[src/rtl/seq_alu_pkg.sv]
// ---------------------------------------------------------------------------
// seq_alu_pkg
// Shared encodings for the sequential accumulator ALU.
//   opcode_e : command opcodes carried on the 3-bit opcode port
//   state_e  : control FSM states of seq_acc_alu
// ---------------------------------------------------------------------------
package seq_alu_pkg;

  typedef enum logic [2:0] {
    OP_LOAD = 3'd0,
    OP_ADD  = 3'd1,
    OP_SUB  = 3'd2,
    OP_AND  = 3'd3,
    OP_OR   = 3'd4,
    OP_XOR  = 3'd5,
    OP_MUL  = 3'd6,
    OP_CLR  = 3'd7
  } opcode_e;

  typedef enum logic [1:0] {
    ST_IDLE    = 2'd0,
    ST_MUL_RUN = 2'd1,
    ST_DONE    = 2'd2
  } state_e;

endpackage

[src/rtl/shift_add_mul.sv]
// ---------------------------------------------------------------------------
// shift_add_mul
// Iterative unsigned shift-add multiplier, one multiplier bit per enabled
// cycle, LSB first.
//   clk, rst_n : clock, asynchronous active-low reset (control state only)
//   start      : load mcand/mplier and begin a new product
//   step       : advance one iteration when busy
//   mcand      : multiplicand (WIDTH bits)
//   mplier     : multiplier   (WIDTH bits)
//   busy       : iteration in progress
//   last       : the current iteration is the final one
//   product    : partial product including the current iteration's term;
//                equals the full 2*WIDTH-bit product while busy && last
// ---------------------------------------------------------------------------
module shift_add_mul
  import seq_alu_pkg::*;
#(
  parameter int WIDTH = 8,
  parameter int CNT_W = 4
) (
  input  logic                 clk,
  input  logic                 rst_n,
  input  logic                 start,
  input  logic                 step,
  input  logic [WIDTH-1:0]     mcand,
  input  logic [WIDTH-1:0]     mplier,
  output logic                 busy,
  output logic                 last,
  output logic [2*WIDTH-1:0]   product
);

  logic [2*WIDTH-1:0] mcand_sh;
  logic [2*WIDTH-1:0] part;
  logic [WIDTH-1:0]   mplier_sh;
  logic [CNT_W-1:0]   cnt;

  // Exposing the next partial product lets the owner capture the result on
  // the same edge as the final iteration instead of one cycle later.
  assign product = part + (mplier_sh[0] ? mcand_sh : '0);
  assign last    = (cnt == CNT_W'(WIDTH - 1));

  // Control: busy flag and iteration counter
  always_ff @(posedge clk or negedge rst_n) begin
    if (!rst_n) begin
      busy <= 1'b0;
      cnt  <= '0;
    end else if (start) begin
      busy <= 1'b1;
      cnt  <= '0;
    end else if (busy && step) begin
      cnt <= cnt + CNT_W'(1);
      if (last) begin
        busy <= 1'b0;
      end
    end
  end

  // Datapath: shifted operands and running partial product
  always_ff @(posedge clk) begin
    if (start) begin
      mcand_sh  <= {{WIDTH{1'b0}}, mcand};
      mplier_sh <= mplier;
      part      <= '0;
    end else if (busy && step) begin
      part      <= product;
      mcand_sh  <= mcand_sh << 1;
      mplier_sh <= mplier_sh >> 1;
    end
  end

endmodule

[src/rtl/seq_acc_alu.sv]
// ---------------------------------------------------------------------------
// seq_acc_alu
// Accumulator ALU with a single-command handshake. Logic/arithmetic ops
// complete on the accept edge; MUL runs an iterative shift-add multiplier.
//   clk       : clock
//   rst_n     : asynchronous active-low reset
//   ena       : design enable; pauses acceptance and multiplication
//   in_valid  : command presented
//   in_ready  : command can be accepted (IDLE and enabled)
//   opcode    : operation select (seq_alu_pkg::opcode_e)
//   operand   : second operand
//   acc_out   : accumulator register
//   done      : one-cycle completion pulse
//   flag_z    : accumulator is zero after the last command
//   flag_c    : ADD carry / SUB borrow
//   flag_v    : MUL product overflowed WIDTH bits
// ---------------------------------------------------------------------------
module seq_acc_alu
  import seq_alu_pkg::*;
#(
  parameter int WIDTH = 8,
  parameter int CNT_W = 4
) (
  input  logic             clk,
  input  logic             rst_n,
  input  logic             ena,
  input  logic             in_valid,
  output logic             in_ready,
  input  logic [2:0]       opcode,
  input  logic [WIDTH-1:0] operand,
  output logic [WIDTH-1:0] acc_out,
  output logic             done,
  output logic             flag_z,
  output logic             flag_c,
  output logic             flag_v
);

  // Single-cycle ops: result in the low WIDTH bits, carry/borrow on top.
  // Non-ADD/SUB ops leave the top bit clear so flag_c is cleared by them.
  function automatic logic [WIDTH:0] alu_eval(input opcode_e op,
                                             input logic [WIDTH-1:0] a,
                                             input logic [WIDTH-1:0] b);
    logic [WIDTH:0] r;
    r = '0;
    case (op)
      OP_LOAD: r = {1'b0, b};
      OP_ADD:  r = {1'b0, a} + {1'b0, b};
      // Extending by one bit makes the top bit the borrow (b > a).
      OP_SUB:  r = {1'b0, a} - {1'b0, b};
      OP_AND:  r = {1'b0, a & b};
      OP_OR:   r = {1'b0, a | b};
      OP_XOR:  r = {1'b0, a ^ b};
      default: r = '0;
    endcase
    return r;
  endfunction

  state_e               state;
  logic [WIDTH-1:0]     acc;
  logic                 accept;
  logic                 mul_start;
  logic                 mul_busy;
  logic                 mul_last;
  logic [2*WIDTH-1:0]   mul_product;
  logic [WIDTH:0]       alu_res;
  opcode_e              op;

  assign op        = opcode_e'(opcode);
  assign in_ready  = (state == ST_IDLE) && ena;
  assign accept    = in_valid && in_ready;
  assign mul_start = accept && (op == OP_MUL);
  assign alu_res   = alu_eval(op, acc, operand);
  assign acc_out   = acc;

  shift_add_mul #(
    .WIDTH (WIDTH),
    .CNT_W (CNT_W)
  ) u_mul (
    .clk     (clk),
    .rst_n   (rst_n),
    .start   (mul_start),
    .step    (ena),
    .mcand   (acc),
    .mplier  (operand),
    .busy    (mul_busy),
    .last    (mul_last),
    .product (mul_product)
  );

  // Control FSM, accumulator and flags
  always_ff @(posedge clk or negedge rst_n) begin
    if (!rst_n) begin
      state  <= ST_IDLE;
      acc    <= '0;
      flag_z <= 1'b0;
      flag_c <= 1'b0;
      flag_v <= 1'b0;
      done   <= 1'b0;
    end else begin
      case (state)
        ST_IDLE: begin
          done <= 1'b0;
          if (accept) begin
            if (op == OP_MUL) begin
              state <= ST_MUL_RUN;
            end else begin
              state  <= ST_DONE;
              done   <= 1'b1;
              acc    <= alu_res[WIDTH-1:0];
              flag_c <= alu_res[WIDTH];
              flag_z <= (alu_res[WIDTH-1:0] == '0);
              flag_v <= 1'b0;
            end
          end
        end
        ST_MUL_RUN: begin
          // acc stays at the multiplicand until the final iteration edge.
          if (ena && mul_busy && mul_last) begin
            state  <= ST_DONE;
            done   <= 1'b1;
            acc    <= mul_product[WIDTH-1:0];
            flag_z <= (mul_product[WIDTH-1:0] == '0);
            flag_c <= 1'b0;
            flag_v <= |mul_product[2*WIDTH-1:WIDTH];
          end
        end
        ST_DONE: begin
          state <= ST_IDLE;
          done  <= 1'b0;
        end
        default: begin
          state <= ST_IDLE;
          done  <= 1'b0;
        end
      endcase
    end
  end

endmodule

[config.mk]
export PLATFORM = sky130hd
export DESIGN_NAME = seq_acc_alu
export DESIGN_NICKNAME = d
export VERILOG_FILES = /design/src/rtl/seq_alu_pkg.sv /design/src/rtl/shift_add_mul.sv /design/src/rtl/seq_acc_alu.sv
export SDC_FILE = /design/constraint.sdc
export NUM_CORES = 1
export LEC_CHECK = 0
export CORE_MARGIN = 10
export CORE_UTILIZATION = 30
export CTS_CLUSTER_SIZE = 30
export DETAILED_ROUTE_END_ITERATION = 10
export PLACE_DENSITY_LB_ADDON = 0.2
export SYNTH_ARGS = -nofsm -noshare
export SYNTH_HDL_FRONTEND = slang
export SYNTH_SLANG_ARGS = --single-unit
[constraint.sdc]
create_clock -name clk -period 4.26 [get_ports clk]
set_input_delay 0.852 -clock clk [delete_from_list [all_inputs] [get_ports clk]]
set_output_delay 0.852 -clock clk [all_outputs]
set_load 0.005 [all_outputs]
==> flow_metrics.py, run 1 <==
metrics = {
    "global_routing": {
        "antenna_found_initial": 0,
        "grt_max_degree": 28,
        "track_usage_pct": 12.1,
        "top_usage_layer": "met2",
        "grt_util_met3_pct": 2.27,
        "grt_pass1_vias": 3903,
        "grt_pass1_wl_um": 19900,
        "gr-usage-met1_pct": 16.4,
        "grt.met2_usage_pct": 19.3,
        "overflow": 0,
    },
    "worst_setup_path": {
        "path_cells": "clkdlybuf4s50_1, inv_1, nor3_2, buf_4, nor2_1, xnor2_1, ha_1, o21ai_1, a21oi_1, o211ai_1, and3_1, or3_1, or3_1, a31oi_1",
        "max_stage_delay_ps": 470,
        "critPathRequiredTime_ps": 4500,
        "endpoint_kind": "flip-flop",
        "path_common_cell": "or3_1",
        "crit_family": "simple AND/OR/NAND/NOR gates",
        "reg2reg_depth": 10,
        "ff2ff_setup_slack_ps": 1100,
        "setup.worst_path.class": "in2reg",
        "cp_max_fo": 8,
        "crit_arrival_ps": 3880,
        "startpoint_type": "input port",
        "crit_slowest_cell": "clkdlybuf4s50_1",
        "crit_path_start": "opcode[1]",
        "r2r_end": "u_mul.part[9]",
        "worst-path-stages": 14,
        "rr_startpoint": "u_mul.mplier_sh[0]",
        "crit_end": "flag_z",
        "path_buf_inv": 3,
    },
    "sta": {
        "hold_violations": 0,
        "finClkSkew_ps": 3.84,
        "rsz0062_at_grt": "false",
        "fmaxAchievable_mhz": 275,
        "slew_violations": 0,
        "final.setup.tns_ps": 0,
        "maxSlewHeadroom_pct": 35.0,
        "worst_slew_pin_slew_ps": 972,
        "period_share_pct": 85.4,
        "finalSetupViolations": 0,
        "timing.final.crit_period_ps": 3640,
    },
    "synthesis": {
        "yosys_warnings": 0,
        "synth_common_cells": "nand2_1, a21oi_1, nor2_1",
        "netlist_area_um2": 4510,
        "avgSynthCellArea_um2": 8.55,
        "synth_most_common_cell": "nand2_1",
        "synth-edff-count": 16,
        "synth_seq_cells": 59,
        "yosysSeqAreaShare_pct": 31.9,
        "synth_top_area_share_pct": 11.4,
        "synth_area_leaders": "ha_1, dfxtp_1, edfxtp_1",
        "synthDistinctLibCells": 72,
        "syn_nets": 585,
        "synth_top_area_cell": "ha_1",
        "syn_inst": 527,
        "synth-async-reset-ratio_pct": 32.2,
        "yosys_most_used_dff": "dfxtp_1",
    },
    "pwr": {
        "p_total_uw": 3370,
        "vdd_drop_max_v": 0.000202,
        "leakage_uw": 0.00220,
        "power.density_nw_per_um2": 630,
    },
    "placed_design": {
        "routabilityCongestion": 0.912,
        "dp_hpwl_um": 9370,
        "portBuffers": 27,
        "place_area_um2": 5050,
    },
    "clock_network": {
        "clock_sinks": 59,
        "ctsHtreeMaxLevel": 3,
        "cts.path.max_buffers": 2,
        "cts_tree": "built",
        "cts-root-buf": "clkbuf_16",
        "clk_latency_ps": 320,
        "path_clk_slew_ps": 50,
        "cts_inserted_buffers": 9,
        "cts_setup_buffers": 0,
        "holdBufCountCts": 0,
        "cts_resized": 0,
    },
    "routing": {
        "wl_um": 12300,
        "drtAntennaViolNets": 0,
        "drt-pass1-iter-count": 5,
        "via_per_inst": 5.26,
        "drcViolationCount": 0,
        "routedWlPerCell_um": 16.3,
        "drt_iter0_markers": 207,
        "num_vias": 3952,
    },
    "finish": {
        "postLayoutCellArea_um2": 5340,
        "drive_gt1_share_pct": 10.2,
        "antenna_cells": 0,
        "fillCellCount": 1489,
        "nNetsFinal": 620,
        "syn_to_final_growth_pct": 18.5,
    },
    "floorplanning": {
        "die_x_um": 143,
        "core_area_um2": 14600,
        "initial_core_util_pct": 30.8,
        "dieArea_um2": 20300,
        "io_pins": 28,
        "placementRows": 44,
        "die_h_um": 143,
    },
    "job": {
        "maxCapViolCount": 0,
    },
    "worst_hold_path": {
        "holdPathStages": 2,
        "hold_path.class": "reg2reg",
    },
    "status": {
        "outcome": "completed",
    },
}
==> through the flow <==
step / cells / worst slack, ps / hold WS (ps) / utilization [%]
finish: 751 / 623 / 464 / 36.5
global route: 751 / 384 / 481 / 36.5
CTS: 751 / 637 / 464 / 36.5
detailed placement: 735 / 320 / 454 / 34.5
global placement: 735 / 332 / 447 / 34.5
floorplan: 527 / 719 / 436 / -
==> cells by family after synthesis <==
family,count (synthesis),share of synthesized area [%]
and+or+nand+nor,197,22.3
AOI/OAI and AO/OA,131,19.2
DFF,59,31.9
buffers and inverters,56,5.27
adders and majority gates,43,12.3
xor gates and xnor gates,22,4.44
muxes,19,4.66
==> placed cells by master, fill, tap and decap left out, types with 8 or more instances in the layout <==
master | synthesis | final
inv_1 | 33 | 33
edfxtp_1 | 16 | 16
xnor2_1 | 14 | 14
o21ai_0 | 15 | 14
nand2b_1 | 12 | 12
nor2b_1 | 9 | 9
a21oi_1 | 46 | 46
nor3_1 | 11 | 11
buf_4 | 2 | 19
clkbuf_16 | 0 | 10
dfrtp_1 | 19 | 19
dfxtp_1 | 24 | 24
clkdlybuf4s50_1 | 0 | 27
nor2_1 | 46 | 45
nand2_1 | 54 | 54
nand4_1 | 9 | 9
ha_1 | 41 | 41
mux2_2 | 16 | 16
nand3_1 | 8 | 8
and2_1 | 17 | 17
==> worst min-delay path by stage <==
stage | from | endpoint
finish | u_mul.part[11] | u_mul.part[11]
global route | u_mul.part[11] | u_mul.part[11]
CTS | u_mul.part[5] | u_mul.part[5]
detailed placement | u_mul.part[4] | u_mul.part[4]
global placement | u_mul.mcand_sh[15] | u_mul.mcand_sh[15]
floorplan | u_mul.part[11] | u_mul.part[11]
==> worst reg2reg max path: cells and delay by family, from the launching register on <==
kind	cells	cell delay, ps
AO/OA/AOI/OAI	5	1470
flip-flops	1	720
AND/OR/NAND/NOR	2	410
multiplexers	1	120
adder cells (fa/ha/maj)	1	220
buffers and inverters	1	100
==> report_power, final <==
part | switching, µW | total (µW) | internal, µW | leakage [µW]
combinational | 923 | 1660 | 739 | 0.00147
clock | 246 | 706 | 460 | 0.000145
sequential | 196 | 998 | 802 | 0.000585
total | 1360 | 3370 | 2000 | 0.00220
==> cell type report <==
| cell class | instances | area, µm² | area share [%] |
|---|---|---|---|
| Multi-Input combinational cell | 412 | 2840 | 53.2 |
| Sequential cell | 59 | 1440 | 26.9 |
| Timing Repair Buffer | 46 | 413 | 7.73 |
| Clock buffer | 15 | 289 | 5.41 |
| Tap cell | 184 | 230 | 4.31 |
| Inverter | 34 | 128 | 2.39 |
| Clock inverter | 1 | 5.00 | 0.0937 |
==> metal layers <==
layer | up-vias | wire length, µm
met5 | - | 0
met4 | 0 | 112
li1 | 1972 | -
met1 | 1896 | 6240
met2 | 76 | 5430
met3 | 8 | 485
==> flip-flops by register name, summed over array words and instances, names as in the netlist <==
register / count
acc_out: 8
done: 1
flag_c: 1
flag_v: 1
flag_z: 1
state: 2
u_mul.busy: 1
u_mul.cnt: 4
u_mul.mcand_sh: 16
u_mul.mplier_sh: 8
u_mul.part: 16
(Power assumes the default switching activity.)
==> inputs of run 2 (changes only) <==
- clock period: 4.26 -> 4.04 ns (I/O delays scaled with it)
==> run 2 against run 1 <==
Against the previous run:
- cell area increased by 0.19%
- utilization rose by 0.068 points
- clock skew grew 4.4 ps
- final cell count increased by 0.13%
- sequential power rose by 4%
- highest routed layer unchanged
- sequential cell count unchanged
- critical path type unchanged
- count of clock-buffer cells in the layout down 3
- non-clock buffer count grew 1
- register-to-register slack got worse by 300 ps
- total power is 6.0% higher
- worst setup slack worse by 200 ps
==> flow_metrics.py, run 2 (synthesized netlist as in run 1, its figures left out) <==
metrics = {
    "worst_setup_path": {
        "r2r_end": "u_mul.part[9]",
        "crit_family": "simple AND/OR/NAND/NOR gates",
        "worst-path-stages": 12,
        "cp_max_fo": 2,
        "path_buf_inv": 2,
        "crit_slowest_cell": "clkdlybuf4s50_1",
        "crit_arrival_ps": 3860,
        "ff2ff_setup_slack_ps": 800,
        "critPathRequiredTime_ps": 4290,
        "endpoint_kind": "flip-flop",
        "max_stage_delay_ps": 480,
        "reg2reg_depth": 10,
        "rr_startpoint": "u_mul.mplier_sh[0]",
        "setup.worst_path.class": "in2reg",
        "path_cells": "clkdlybuf4s50_1, inv_1, nor3_2, mux2_2, fa_1, xnor2_1, a211oi_1, o311ai_1, nor4_1, nand4_1, or3_1, a31oi_1",
        "startpoint_type": "input port",
    },
    "sta": {
        "period_share_pct": 89.4,
        "slew_violations": 0,
        "hold_violations": 0,
        "timing.final.crit_period_ps": 3610,
        "rsz0062_at_grt": "false",
        "holdWs_ps": 459,
        "final.setup.tns_ps": 0,
        "fin_ws_ps": 426,
        "fmaxAchievable_mhz": 277,
        "finClkSkew_ps": 8.27,
        "finalSetupViolations": 0,
        "maxSlewHeadroom_pct": 36.4,
        "worst_slew_pin_slew_ps": 952,
    },
    "routing": {
        "drcViolationCount": 0,
        "drt-pass1-iter-count": 4,
        "via_per_inst": 5.18,
        "wl_um": 12300,
        "routedWlPerCell_um": 16.3,
        "num_vias": 3896,
        "drt_iter0_markers": 194,
        "drtAntennaViolNets": 0,
    },
    "placed_design": {
        "portBuffers": 27,
        "place_ws_ps": 111,
        "routabilityCongestion": 0.852,
        "dp_hpwl_um": 9390,
    },
    "floorplanning": {
        "dieArea_um2": 20300,
        "die_x_um": 143,
        "io_pins": 28,
        "placementRows": 44,
        "initial_core_util_pct": 30.8,
        "die_h_um": 143,
        "core_area_um2": 14600,
    },
    "clock_network": {
        "clk_latency_ps": 330,
        "ctsHtreeMaxLevel": 3,
        "cts_setup_buffers": 0,
        "holdBufCountCts": 0,
        "path_clk_slew_ps": 50,
        "cts-root-buf": "clkbuf_16",
        "clock_sinks": 59,
        "cts_resized": 0,
        "cts_tree": "built",
        "cts.path.max_buffers": 2,
        "cts_inserted_buffers": 9,
    },
    "worst_hold_path": {
        "hold_path.class": "reg2reg",
        "hold_path_end": "u_mul.mcand_sh[15]",
        "min_from": "u_mul.mcand_sh[15]",
        "holdPathStages": 2,
    },
    "job": {
        "maxCapViolCount": 0,
    },
    "status": {
        "outcome": "completed",
    },
    "finish": {
        "final_common_cell": "nand2_1",
        "mostFrequentLayoutCells": "nand2_1, a21oi_1, nor2_1",
        "multi_input_area_um2": 2840,
        "ff_latch_area_um2": 1440,
        "syn_to_final_growth_pct": 18.7,
        "fillCellCount": 1511,
        "drive_gt1_share_pct": 10.6,
        "nNetsFinal": 621,
        "antenna_cells": 0,
        "top_regs": "u_mul.mcand_sh x16, u_mul.part x16",
    },
    "global_routing": {
        "grt_pass1_vias": 3906,
        "top_usage_layer": "met2",
        "antenna_found_initial": 0,
        "grt_max_degree": 27,
        "grt_pass1_wl_um": 20600,
        "overflow": 0,
        "track_usage_pct": 12.5,
        "grt_util_met3_pct": 2.30,
        "grt.met2_usage_pct": 19.5,
        "gr-usage-met1_pct": 16.9,
    },
    "pwr": {
        "power.density_nw_per_um2": 667,
        "vdd_drop_max_v": 0.000220,
        "leakage_uw": 0.00220,
    },
}
-- run 2: cell count changes in the layout (fill, tap and decap cells not counted), sizes merged --
cell,delta
clkinvlp,+2
clkbuf,-3
bufinv,+1
buf,+1
-- run 2: worst register-to-register path, stage by stage (launching register included) --
cell,delay (ps)
edfxtp_1,710
nand2_1,190
inv_1,100
ha_1,220
a21oi_1,230
o22ai_1,190
a31o_2,310
mux2i_1,120
a2111oi_0,790
or2_2,230
a21oi_1,50
-- run 2: where the power goes --
group	switching, µW	leakage (µW)	internal, µW
Sequential	198	0.000585	846
Combinational	979	0.00148	780
Clock	271	0.000139	493
-- run 2: worst max-delay path by stage --
stage / startpoint / to / slack [ps]
2_1_floorplan: opcode[1] / flag_z / 540
3_3_place_gp: opcode[1] / flag_z / 120
3_5_place_dp: opcode[1] / flag_z / 110
4_1_cts: opcode[1] / flag_z / 430
5_1_grt: opcode[1] / flag_z / 200
6_report: opcode[1] / flag_z / 430
-- run 2: stage by stage --
| stage | utilization (%) | cells | total power (µW) | cell area [µm²] |
|---|---|---|---|---|
| floorplan | - | 527 | 2260 | 4510 |
| global placement | 34.5 | 736 | 2780 | 5060 |
| detailed placement | 34.5 | 736 | 2810 | 5060 |
| CTS | 36.6 | 752 | 3590 | 5350 |
| global route | 36.6 | 752 | 3880 | 5350 |
| finish | 36.6 | 752 | 3570 | 5350 |
-- run 2: cell type report --
class / count / share of cell area [%]
Timing Repair Buffer: 47 / 7.85
Clock inverter: 4 / 0.935
Multi-Input combinational cell: 412 / 53.1
Sequential cell: 59 / 26.8
Inverter: 34 / 2.38
Clock buffer: 12 / 4.60
Tap cell: 184 / 4.30
-- run 2: per-layer routing --
| metal | vias up | share of wire, % |
|---|---|---|
| li1 | 1970 | - |
| met1 | 1861 | 50 |
| met3 | 14 | 3.8 |
| met5 | - | 0 |
| met4 | 0 | 1.4 |
| met2 | 51 | 45 |
